`src/rtl/bcd_serial_add_ctrl.sv`:
```
// Serial BCD adder sequencer: validates NDIG-digit operands, then adds one digit per clock LSD first.
// Optional BCD_SAT_EN: a final decimal carry saturates the result to all-9s.
module bcd_serial_add_ctrl #(
  parameter int NDIG = 4
) (
  input  logic            clk,
  input  logic            rst_n,
  input  logic            start,
  input  logic [4*NDIG-1:0] a,
  input  logic [4*NDIG-1:0] b,
  output logic            busy,
  output logic            done,
  output logic [4*NDIG-1:0] result,
  output logic            carry_out,
  output logic            err
);
  localparam int W  = 4*NDIG;
  localparam int IW = (NDIG > 1) ? $clog2(NDIG) : 1;

  typedef enum logic [1:0] {IDLE, CHECK, ADD, DONE} state_t;

  state_t        state;
  logic [W-1:0]  a_q, b_q;
  logic [IW-1:0] idx;
  logic          cy;

  logic [3:0] a_d, b_d, dig;
  logic [4:0] s, s6;
  logic       c_nxt, bad, last;

  // Shared digit adder: binary sum plus 6-correction above 9
  always_comb begin
    a_d   = a_q[{idx, 2'b00} +: 4];
    b_d   = b_q[{idx, 2'b00} +: 4];
    s     = {1'b0, a_d} + {1'b0, b_d} + {4'b0, cy};
    s6    = s + 5'd6;
    c_nxt = (s > 5'd9);
    dig   = c_nxt ? s6[3:0] : s[3:0];
    last  = (idx == IW'(NDIG-1));
  end

  always_comb begin
    bad = 1'b0;
    for (int i = 0; i < NDIG; i++)
      if (a_q[4*i +: 4] > 4'd9 || b_q[4*i +: 4] > 4'd9) bad = 1'b1;
  end

  always_ff @(posedge clk or negedge rst_n) begin
    if (!rst_n) begin
      state     <= IDLE;
      a_q       <= '0;
      b_q       <= '0;
      idx       <= '0;
      cy        <= 1'b0;
      result    <= '0;
      carry_out <= 1'b0;
      err       <= 1'b0;
      busy      <= 1'b0;
      done      <= 1'b0;
    end else begin
      done <= 1'b0;
      case (state)
        IDLE: if (start) begin
          a_q       <= a;
          b_q       <= b;
          result    <= '0;
          carry_out <= 1'b0;
          err       <= 1'b0;
          cy        <= 1'b0;
          idx       <= '0;
          busy      <= 1'b1;
          state     <= CHECK;
        end
        CHECK: if (bad) begin
          err       <= 1'b1;
          result    <= '0;
          carry_out <= 1'b0;
          busy      <= 1'b0;
          done      <= 1'b1;
          state     <= DONE;
        end else begin
          idx   <= '0;
          state <= ADD;
        end
        ADD: begin
          result[{idx, 2'b00} +: 4] <= dig;
          cy <= c_nxt;
          if (last) begin
            carry_out <= c_nxt;
            busy      <= 1'b0;
            done      <= 1'b1;
            state     <= DONE;
`ifdef BCD_SAT_EN
            if (c_nxt) result <= {NDIG{4'h9}};
`endif
          end else begin
            idx <= idx + IW'(1);
          end
        end
        DONE:    state <= IDLE;
        default: state <= IDLE;
      endcase
    end
  end
endmodule
```
`config.mk`:
```
export PLATFORM = sky130hd
export DESIGN_NAME = bcd_serial_add_ctrl
export DESIGN_NICKNAME = d
export VERILOG_FILES = /design/src/rtl/bcd_serial_add_ctrl.sv
export SDC_FILE = /design/constraint.sdc
export NUM_CORES = 1
export LEC_CHECK = 0
export CORE_MARGIN = 2
export CORE_UTILIZATION = 56
export DETAILED_ROUTE_END_ITERATION = 12
export GPL_TIMING_DRIVEN = 0
export PLACE_DENSITY = 0.85
export SLEW_MARGIN = 20
export SYNTH_ARGS = -nofsm -noshare
export SYNTH_HDL_FRONTEND = slang
export SYNTH_SLANG_ARGS = --single-unit
export TNS_END_PERCENT = 30
```
`constraint.sdc`:
```
create_clock -name clk -period 5.47 [get_ports clk]
set_input_delay 0.8205 -clock clk [delete_from_list [all_inputs] [get_ports clk]]
set_output_delay 0.8205 -clock clk [all_outputs]
set_load 0.01 [all_outputs]
```
[After elaboration in Yosys (flattened, before gate mapping)]
Index checks and enable logic that the tools add are counted.
Operators by class
  shift-type cells: 4
  multiplexer cells: 30
  $lt $le $gt $ge: 9
  reduce and logical (&&, ||, !) cells: 15
  $add $sub $neg: 5
  equal/unequal tests: 9
Operators with widths (count)
  $pmux 16 s3: 1
  $gt 4x4->1 const B: 8
  $mux 16: 2
  $shiftx 16x5->4: 2
  $bwmux 16: 1
  $shift 4x6->16 const A: 1
  $shiftx 4x6->16: 1
  $mux 1: 13
  $mux 2: 5
  $ne 2x2->1 const B: 5
  $pmux 2 s4: 1
  $reduce_and 4->1: 2
  $eq 2x2->1 const B: 3
  $neg 4->6: 1
  $pmux 1 s2: 3
  $pmux 1 s3: 2
  $pmux 2 s3: 1
  $reduce_and 2->1: 3
  $reduce_and 3->1: 2
  $add 4x4->5: 1
  $add 5x1->5: 1
  $gt 5x4->1 const B: 1
  $add 4x3->4 const B: 1
  $logic_or 1x1->1: 4
  other kinds (6): 7
Storage, ports and cells
  bits in registers: 57
  logic and storage cells: 82
  output and inout bits: 20
  input port bits: 35

[Logic depth before layout (Yosys ltp)]
  word-level depth: 8
  gate-level depth with buffers: 11
  depth with buffers taken out: 10

[Worst setup path after synthesis]
No wires, ideal clock.
  path kind: flip-flop to flip-flop
  from: register idx[0]
  to: register result[14]
  setup time: 78 ps
  arrival: 3652 ps
  period minus slack after synthesis: 3729 ps
  required time: 5392 ps
  path slack: 1741 ps
  buffers on the path: 1
  stages on the path, launching flop included: 12
  path through: dfrtp_1 -> buf_2 -> mux4_2 -> fa_1 -> fa_1 -> xnor2_1 -> ha_1 -> nor2b_1 -> a31o_4 -> o31ai_4 -> mux2_2 -> o2bb2ai_1
Between the ends
  cells in the longest elaborated chain, start to end: 8
  elaborated cells on any way between the ends: 12
  those cells by class: add/sub: 4; order compare: 1; shift: 4; mux: 3
Ends and longest elaborated chain
  start, declared: line 24  | logic [IW-1:0] idx;
  start signal, assigned: line 97  | idx <= idx + IW'(1);
  $shiftx 16x5->4 (on tied branches): line 33, 34
  $add 4x4->5: line 35  | s = {1'b0, a_d} + {1'b0, b_d} + {4'b0, cy};
  $add 5x1->5: line 35
  $add 4x3->4 / $gt 5x4->1 (equally long branches): line 36, 37
  $mux 4: line 38  | dig = c_nxt ? s6[3:0] : s[3:0];
  $shiftx 4x6->16: line 86  | result[{idx, 2'b00} +: 4] <= dig;
  $bwmux 16 *: line 86
  $pmux 16 s3 *: line 62  | case (state)
  end signal, assigned by index: line 86
  end, declared: line 13  | output logic [4*NDIG-1:0] result,
Mark *: on every way between the ends. The rest lies on a longest branch, timed or not.
A chain may end at the register's enable or synchronous reset.

[Final worst setup path]
  from: register idx[0]
  to: register result[6]
Same word-level chain as after synthesis.

==> impl_metrics.env <==
export IMPL_status="finished, final reports clean"
export IMPL_power_leakage_nw=1.57
export IMPL_final_setup_tns_ps=0
export IMPL_cts_num_sinks=57
export IMPL_num_rows=26
export IMPL_cts_resized_gates=0
export IMPL_start_util=0.570
export IMPL_firstDrtPassIters=4
export IMPL_h_tree_depth=3
export IMPL_endpoint_kind="flop"
export IMPL_syn_to_final_growth_pct=28.6
export IMPL_overflow=0
export IMPL_clk_path_buf_depth=2
export IMPL_relSlewSlack=0.530
export IMPL_drv_cap=0
export IMPL_synth_top_area_share=0.497
export IMPL_r2r_cells=11
export IMPL_drc=0
export IMPL_vias_per_cell=5.79
export IMPL_worst_slew_pin_slew_ps=704
export IMPL_pin_count=55
export IMPL_total_power_w=0.00270
export IMPL_tritoncts="done"
export IMPL_yosys_area_top_type="dfrtp_1"
export IMPL_clock_latency_ps=330
export IMPL_syn_area_mm2=0.00287
export IMPL_gp_congestion=0.857
export IMPL_syn_nets=269
export IMPL_die_area_mm2=0.00572
export IMPL_crit_arrival_ps=4480
export IMPL_holdPathStages=1
export IMPL_fin_crit_ps=4220
export IMPL_synthArstFlopShare=1.00
export IMPL_fillers=370
export IMPL_vias=2079
export IMPL_min_path_type="flop to flop"
export IMPL_utilization=0.733
export IMPL_cts_buffers=9
export IMPL_fin_skew_ps=10.4
export IMPL_worstHoldStart="result[12]"
export IMPL_path_clk_slew_ps=60
export IMPL_cp_required_ps=5720
export IMPL_multi_input_area_mm2=0.00137
export IMPL_ant_nets=0
export IMPL_start_kind="flop"
export IMPL_drive_above_1_share=0.228
export IMPL_core_area_mm2=0.00504
export IMPL_die_x_um=75.6
export IMPL_fp_dieH_um=75.6
export IMPL_grt_antenna_before_repair=0
export IMPL_ys_types=43
export IMPL_cts_root_buf="clkbuf_8"
export IMPL_yosysWarnings=0
export IMPL_postCtsSetupBuffers=0
export IMPL_drt_iter0_markers=137
export IMPL_synth_edff_count=0
export IMPL_startpoint="idx[0]"
export IMPL_hold_viol=0
export IMPL_io_buffers=54
export IMPL_path_max_fanout=10
export IMPL_min_period_over_period=0.772
export IMPL_wl_per_cell_um=16.6
export IMPL_postRouteWirelength_mm=5.97
export IMPL_seqCellArea_mm2=0.00143
export IMPL_hold_ws_ps=485
export IMPL_power_density_mw_per_mm2=731
export IMPL_avgSynthCellArea_um2=13.1
export IMPL_dpl_hpwl_mm=4.42
export IMPL_rsz0062_at_grt="no"
export IMPL_ctsHoldBuffers=0
export IMPL_ys_ff_latch=57
export IMPL_ir_drop_mv=0.483
export IMPL_antenna_cells=0
export IMPL_grt_total_usage=0.240
export IMPL_num_nets_final=334
export IMPL_grt_pass1_vias=2122
export IMPL_synth_main_ff_cell="dfrtp_1"
export IMPL_yosysSeqAreaShare=0.497
export IMPL_maxSlewViolCount=0
export IMPL_fin_ws_ps=1250
export IMPL_worst_r2r_startpoint="idx[0]"
export IMPL_finalSetupViolations=0
export IMPL_dpl_worst_slack_ps=1250
export IMPL_critPathKind="flop to flop"
export IMPL_syn_inst=220
export IMPL_clock_fmax_mhz=237
export IMPL_grt_first_pass_wirelength_mm=9.88
export IMPL_ys_top_cells_by_area="dfrtp_1 50%, mux2_2 13%, mux4_2 6.3%, ha_1 5.2%, o2bb2ai_1 3.0%"
export IMPL_grt_max_degree=58
-- kinds of logic (layout without fill, tap and decap cells) --
| logic type | after synthesis | in the layout | synth area share |
|---|---|---|---|
| xor gates and xnor gates | 2 | 2 | 0.00610 |
| and+or+nand+nor | 37 | 37 | 0.0679 |
| adders and majority gates | 14 | 14 | 0.0662 |
| DFF | 57 | 57 | 0.497 |
| AOI/OAI and AO/OA | 47 | 47 | 0.135 |
| muxes | 44 | 44 | 0.203 |
| buffers and inverters | 19 | 88 | 0.0257 |
-- area by class of cell --
| type | count | share of cell area |
|---|---|---|
| plain buffers | 7 | 0.00779 |
| clock buffers | 12 | 0.0420 |
| clock inverters | 3 | 0.0108 |
| inverters | 12 | 0.0122 |
| multi-input cells | 144 | 0.372 |
| flip-flops and latches | 57 | 0.386 |
| well taps | 70 | 0.0237 |
| repair buffers | 54 | 0.146 |
-- sequential cells by signal, indices dropped and copies added, names as in the netlist --
signal	count
a_q	16
b_q	16
result	16
idx	2
state	2
busy	1
carry_out	1
cy	1
done	1
err	1
-- placed cells by master, fill, tap and decap left out, types with 6 or more instances in the layout --
cell type / n
inv_1: 12
ha_1: 12
o2bb2ai_1: 10
nor2_1: 6
nand4_1: 6
dfrtp_1: 57
mux2_2: 33
clkdlybuf4s50_1: 53
mux4_2: 8
nand2_1: 10
o21ai_0: 14
clkbuf_8: 11
-- report_power, final --
part,internal [W],switching [W],total (W)
clock,0.000231,0.000158,0.000390
combinational,0.000720,0.000897,0.00162
sequential,0.000580,0.000113,0.000692
total,0.00153,0.00117,0.00270
-- synth_stat cells, types with 6 or more instances --
master and count:
nand2_1 10, mux4_2 8, o21ai_0 14, nor2_1 6
dfrtp_1 57, mux2_2 33, nand4_1 6, o2bb2ai_1 10
inv_1 12, ha_1 12
-- worst max-delay path, cell delays in order, from the launching register on --
cell and delay (ps):
dfrtp_1 570, buf_2 360, mux4_2 580, fa_1 450
fa_1 410, xnor2_1 200, ha_1 290, nor2b_1 160
a31o_4 240, o31ai_4 290, mux2_2 440, o2bb2ai_1 170
-- per-layer routing --
metal | global-route usage | wire length [µm] | share of wire | vias to the layer above
met1 | 0.283 | 2430 | 0.41 | 1038
met3 | 0.0542 | 249 | 0.042 | 16
met5 | 0 | 0 | 0 | -
li1 | - | - | - | 958
met4 | 0.121 | 153 | 0.026 | 0
met2 | 0.413 | 3130 | 0.52 | 67
-- final timing paths --
kind	slack, ps	endpoint
hold reg to reg	490	result[12]
max in group asynchronous	4450	a_q[3]
min in group asynchronous	530	done
hold / removal	490	result[12]
setup reg to reg	1250	result[6]
setup / recovery	1250	result[6]
-- per-stage QoR --
stage	instance area [µm²]	std cells
2_1_floorplan	2870	220
3_3_place_gp	3500	344
5_1_grt	3690	359
3_5_place_dp	3500	344
4_1_cts	3690	359
6_report	3690	359
No activity file was read; power rests on OpenSTA's default activity.
